==> src/rtl/reg_tdm_scanner.sv <==
// Purpose: snapshots N_CH channel registers and time-multiplexes them two per slot onto a 2*W word.
// Latency: a capture or advance shows on out/slot one edge after the causing input; out itself is a combinational mux.
// Backpressure: none; hold freezes the rotation, and step/force_load are sampled on every unheld edge.
module reg_tdm_scanner #(
  parameter int W      = 16,
  parameter int N_CH   = 3,
  parameter int DWELL  = 100000,
  localparam int N_SLOT = (N_CH + 1) / 2,
  localparam int SLOT_W = (N_SLOT > 1) ? $clog2(N_SLOT) : 1
) (
  input  logic                clk,
  input  logic                reset_n,
  input  logic [N_CH*W-1:0]   ch_in,
  input  logic                mode,
  input  logic                hold,
  input  logic                step,
  input  logic                force_load,
  output logic [2*W-1:0]      out,
  output logic [SLOT_W-1:0]   slot,
  output logic                frame_start
);

  // The snapshot is a power-of-two table indexed by {slot, half}. Entries at or
  // above N_CH are loaded from zero extension, so they always stay zero.
  localparam int N_ENT = 2 ** (SLOT_W + 1);
  localparam int CNT_W = (DWELL > 1) ? $clog2(DWELL) : 1;
  localparam logic [SLOT_W-1:0] LAST_SLOT = SLOT_W'(N_SLOT - 1);
  localparam logic [CNT_W-1:0]  CNT_MAX   = CNT_W'(DWELL - 1);
  localparam bit ODD_CH = (N_CH % 2) == 1;

  logic [N_ENT*W-1:0] ch_ext;
  logic [W-1:0]       snap_q [N_ENT];
  logic [W-1:0]       snap_d [N_ENT];
  logic [CNT_W-1:0]   cnt_q, cnt_d;
  logic [SLOT_W-1:0]  slot_q, slot_d;
  logic               primed_q, primed_d;
  logic               fs_q, fs_d;
  logic               mode_q, mode_d;
  logic               advance, wrap, capture;
  logic [SLOT_W:0]    hi_idx, lo_idx;

  assign ch_ext = (N_ENT * W)'(ch_in);

  // Next-state logic for priming, dwell counting, slot advance and snapshot capture.
  always_comb begin
    cnt_d    = cnt_q;
    slot_d   = slot_q;
    primed_d = primed_q;
    fs_d     = 1'b0;
    mode_d   = mode;
    snap_d   = snap_q;
    advance  = 1'b0;
    wrap     = 1'b0;
    capture  = 1'b0;

    if (!primed_q) begin
      // First edge out of reset: take a frame snapshot and start at slot 0.
      primed_d = 1'b1;
      fs_d     = 1'b1;
      capture  = 1'b1;
      slot_d   = '0;
      cnt_d    = '0;
    end else if (hold) begin
      // Everything frozen; a mode change made while held takes effect after release.
      mode_d = mode_q;
    end else begin
      if (mode != mode_q) begin
        // Mode switch restarts the dwell count and never advances on the same edge.
        cnt_d = '0;
      end else if (mode) begin
        cnt_d   = '0;
        advance = step;
      end else if (cnt_q == CNT_MAX) begin
        cnt_d   = '0;
        advance = 1'b1;
      end else begin
        cnt_d = cnt_q + 1'b1;
      end

      wrap = advance && (slot_q == LAST_SLOT);
      if (advance) begin
        slot_d = wrap ? '0 : slot_q + 1'b1;
      end
      // A wrap and a force_load on the same edge still give one capture, one pulse.
      fs_d    = wrap;
      capture = wrap || force_load;
    end

    if (capture) begin
      for (int i = 0; i < N_ENT; i++) begin
        snap_d[i] = ch_ext[i*W +: W];
      end
    end
  end

  // State registers; reset clears everything so out drops to zero immediately.
  always_ff @(posedge clk or negedge reset_n) begin
    if (!reset_n) begin
      cnt_q    <= '0;
      slot_q   <= '0;
      primed_q <= 1'b0;
      fs_q     <= 1'b0;
      mode_q   <= 1'b0;
      for (int i = 0; i < N_ENT; i++) begin
        snap_q[i] <= '0;
      end
    end else begin
      cnt_q    <= cnt_d;
      slot_q   <= slot_d;
      primed_q <= primed_d;
      fs_q     <= fs_d;
      mode_q   <= mode_d;
      snap_q   <= snap_d;
    end
  end

  // Slot k carries channel 2k in the high half and 2k+1 in the low half; an odd
  // last channel is moved to the low half with zero above it.
  always_comb begin
    hi_idx = {slot_q, 1'b0};
    lo_idx = {slot_q, 1'b1};
    if (ODD_CH && (slot_q == LAST_SLOT)) begin
      out = {{W{1'b0}}, snap_q[hi_idx]};
    end else begin
      out = {snap_q[hi_idx], snap_q[lo_idx]};
    end
  end

  assign slot        = slot_q;
  assign frame_start = fs_q;

endmodule

==> config.mk <==
export PLATFORM = sky130hd
export DESIGN_NAME = reg_tdm_scanner
export DESIGN_NICKNAME = d
export VERILOG_FILES = /design/src/rtl/reg_tdm_scanner.sv
export SDC_FILE = /design/constraint.sdc
export NUM_CORES = 1
export LEC_CHECK = 0
export CAP_MARGIN = 20
export CORE_MARGIN = 2
export CORE_UTILIZATION = 38
export CTS_CLUSTER_SIZE = 12
export DETAILED_ROUTE_END_ITERATION = 6
export PLACE_DENSITY = 0.68
export SLEW_MARGIN = 20
export SYNTH_ARGS = -nofsm -noshare
export SYNTH_HDL_FRONTEND = slang
export SYNTH_SLANG_ARGS = --single-unit
==> constraint.sdc <==
create_clock -name clk -period 2.3 [get_ports clk]
set_clock_uncertainty 0.15 [all_clocks]
set_input_delay 0.23 -clock clk [delete_from_list [all_inputs] [get_ports clk]]
set_output_delay 0.23 -clock clk [all_outputs]
set_load 0.02 [all_outputs]
==> flow_summary.ini <==
[status]
status = finished with violations
violations = setup timing

[global_route]
grt_pass1_wl_um = 11520
track_usage_pct = 16.36
antenna_found_initial = 0
grt-ovfl-total = 0
grt_max_degree = 70
grt_pass1_vias = 2419

[routing]
dr.pass1.iters = 4
wl_per_cell_um = 15.39
first_iter_violations = 89
wl_um = 7663
avgViaCountPerCell = 4.968
vias = 2474
drtAntennaViolNets = 0
drc = 0

[worst_setup_path]
crit_arrival_ns = 2.45
start_kind = flip-flop
reg2reg_depth = 7
crit_fanout = 10
critPathKind = flip-flop to flip-flop
crit_path_end_kind = flip-flop
required_ns = 2.37

[clocking]
clock_path_buffers = 2
cts_inserted_buffers = 9
root_buffer = clkbuf_8
insertion_delay_ns = 0.34
htree_levels = 3
cts_tree = yes
cts.sinks = 69
clk_pin_slew_ns = 0.07

[finish]
multi_input_area_sq_um = 1508
drive_above_1_share_pct = 27.99
final_util_pct = 59.11
syn2layout_area_growth_pct = 50.29
diodes = 0
ff_latch_area_sq_um = 1727
nFillCells = 671
nets = 443

[sta]
finalMaxSlewViolations = 0
rsz0062_at_grt = yes
report.final.hold_viol_count = 0
finalCriticalPeriod_ns = 2.376
period_share_pct = 103.3
finalSetupViolCount = 48
tns_ns = -2.542
clock.fmax_mhz = 420.9
setup_slack_ns = -0.07603

[logic_synthesis]
synth_edf_count = 0
async_reset_ff_share_pct = 100.0
seq_area_frac_synth_pct = 53.43
yosys_warnings = 0
post_synth_inst_count = 265
yosysMostFrequentCell = dfrtp_1
synth_area_sq_um = 3232
synth.area.top_cells = dfrtp_1, mux2_2, mux2_1, nor2b_1, o21ai_0
synth_fp_nets = 320
yosysTopAreaCell = dfrtp_1
syn_avg_cell_area_sq_um = 12.20
post-synth-top-area-fraction_pct = 53.43
synth-seq-cells = 69
synth_commonest_cells = dfrtp_1, mux2_2, mux2_1, nand2_1, nor2b_1
synth_cell_types = 39
synthFlopType = dfrtp_1

[place]
place.gp.congestion = 0.7925
hpwl_um = 4981
placement.io_buffers = 87
pre_cts_slack_ns = -0.07748

[pwr]
p_leak_uw = 0.002095
ir_drop_mv = 0.4429
power.density_nw_per_um2 = 636.8

[floorplanning]
die_h_um = 96.22
die_w_um = 96.22
io_pins = 88
die-area_sq_um = 9258
row_count = 33
initial_utilization_pct = 39.33
coreArea_sq_um = 8217

[worst_hold_path]
worstHoldPathType = input pin to async pin

[job]
max_cap_violations = 0
==> critical path, cell delays in order (launching register included) <==
cell	delay, ns
dfrtp_1	0.38
or4b_4	0.55
nor4_4	0.27
nor2_2	0.08
o221ai_4	0.19
buf_6	0.16
buf_12	0.14
mux2_2	0.34
==> registers in the layout, indices dropped and copies added, names as in the netlist <==
register and flops:
primed_q 1, snap_q 48, slot 1, mode_q 1, frame_start 1, cnt_q 17
==> final cells by class <==
cell class              count  share of cell area, %
repair buffers            126                  26.12
well taps                 105                  2.705
clock buffers              10                  2.628
clock inverters             6                  1.803
flip-flops and latches     69                  35.55
inverters                   2                 0.1546
multi-input cells         180                  31.04
==> power breakdown <==
group	total [uW]	switching, uW	internal (uW)	leakage (uW)
registers	1350	45.1	1300	0.000845
clock network	1070	458	611	0.000110
logic	675	276	399	0.00114
total	3090	779	2310	0.00210
==> kinds of logic after synthesis <==
family | after synthesis | synth area share (%)
adders and majority gates | 1 | 0.3871
buffers and inverters | 16 | 2.904
DFF | 69 | 53.43
xor gates and xnor gates | 4 | 1.084
AOI/OAI and AO/OA | 31 | 5.846
and+or+nand+nor | 77 | 13.32
other | 1 | 0.1160
muxes | 66 | 22.92
==> timing repair <==
action | 4_1_cts | 5_1_grt
buffers inserted | 2 | 2
hold buffers | 1 | 0
endpoints found under the setup margin | 52 | 49
pin swaps | 0 | 1
gates resized for setup | 3 | 24
hold endpoints to repair | 69 | 0
cloned | 1 | 4
==> path summary, 6_finish.rpt <==
path | end | slack, ns | from
min in group clk | snap_q[49]$_DFFE_PN0P_ | 0.33 | snap_q[49]$_DFFE_PN0P_
setup / recovery | snap_q[46]$_DFFE_PN0P_ | -0.08 | cnt_q[13]$_DFFE_PN0P_
hold / removal | cnt_q[4]$_DFFE_PN0P_ | 0.27 | reset_n
max in group asynchronous | snap_q[29]$_DFFE_PN0P_ | 1.42 | reset_n
setup reg to reg | snap_q[46]$_DFFE_PN0P_ | -0.08 | cnt_q[13]$_DFFE_PN0P_
hold reg to reg | snap_q[49]$_DFFE_PN0P_ | 0.33 | snap_q[49]$_DFFE_PN0P_
==> through the flow <==
step,power (uW),instance area (sq um),std cells,hold slack [ns]
floorplan,1666,3232,265,-0.2156
global placement,1975,4409,472,0.1330
detailed placement,1984,4409,472,0.1328
CTS,3076,4691,492,0.2966
global route,3248,4857,498,0.3214
finish,3093,4857,498,0.2710
==> cells in the final DEF (no fill, tap or decap), types with 3 or more instances in the layout <==
master / n
nor2_1: 5
mux2_2: 30
xor2_1: 3
o21ai_0: 15
mux2_4: 18
nand3_1: 10
or2_2: 3
buf_4: 28
clkbuf_8: 9
nor2b_1: 16
a21oi_1: 7
nand4_1: 4
dfrtp_1: 69
mux2_1: 16
clkdlybuf4s50_1: 86
and3_1: 4
nand2_1: 18
buf_6: 4
nor3_1: 5
buf_12: 3
==> per-layer routing <==
layer | wire length, um | global-route usage, % | part of all wire, %
met5 | 0 | 0 | 0
met4 | 136 | 7.857 | 1.8
met3 | 408 | 3.367 | 5.3
met2 | 3655 | 26.22 | 48
met1 | 3463 | 21.11 | 45
No activity file was read; power rests on OpenSTA's default activity.
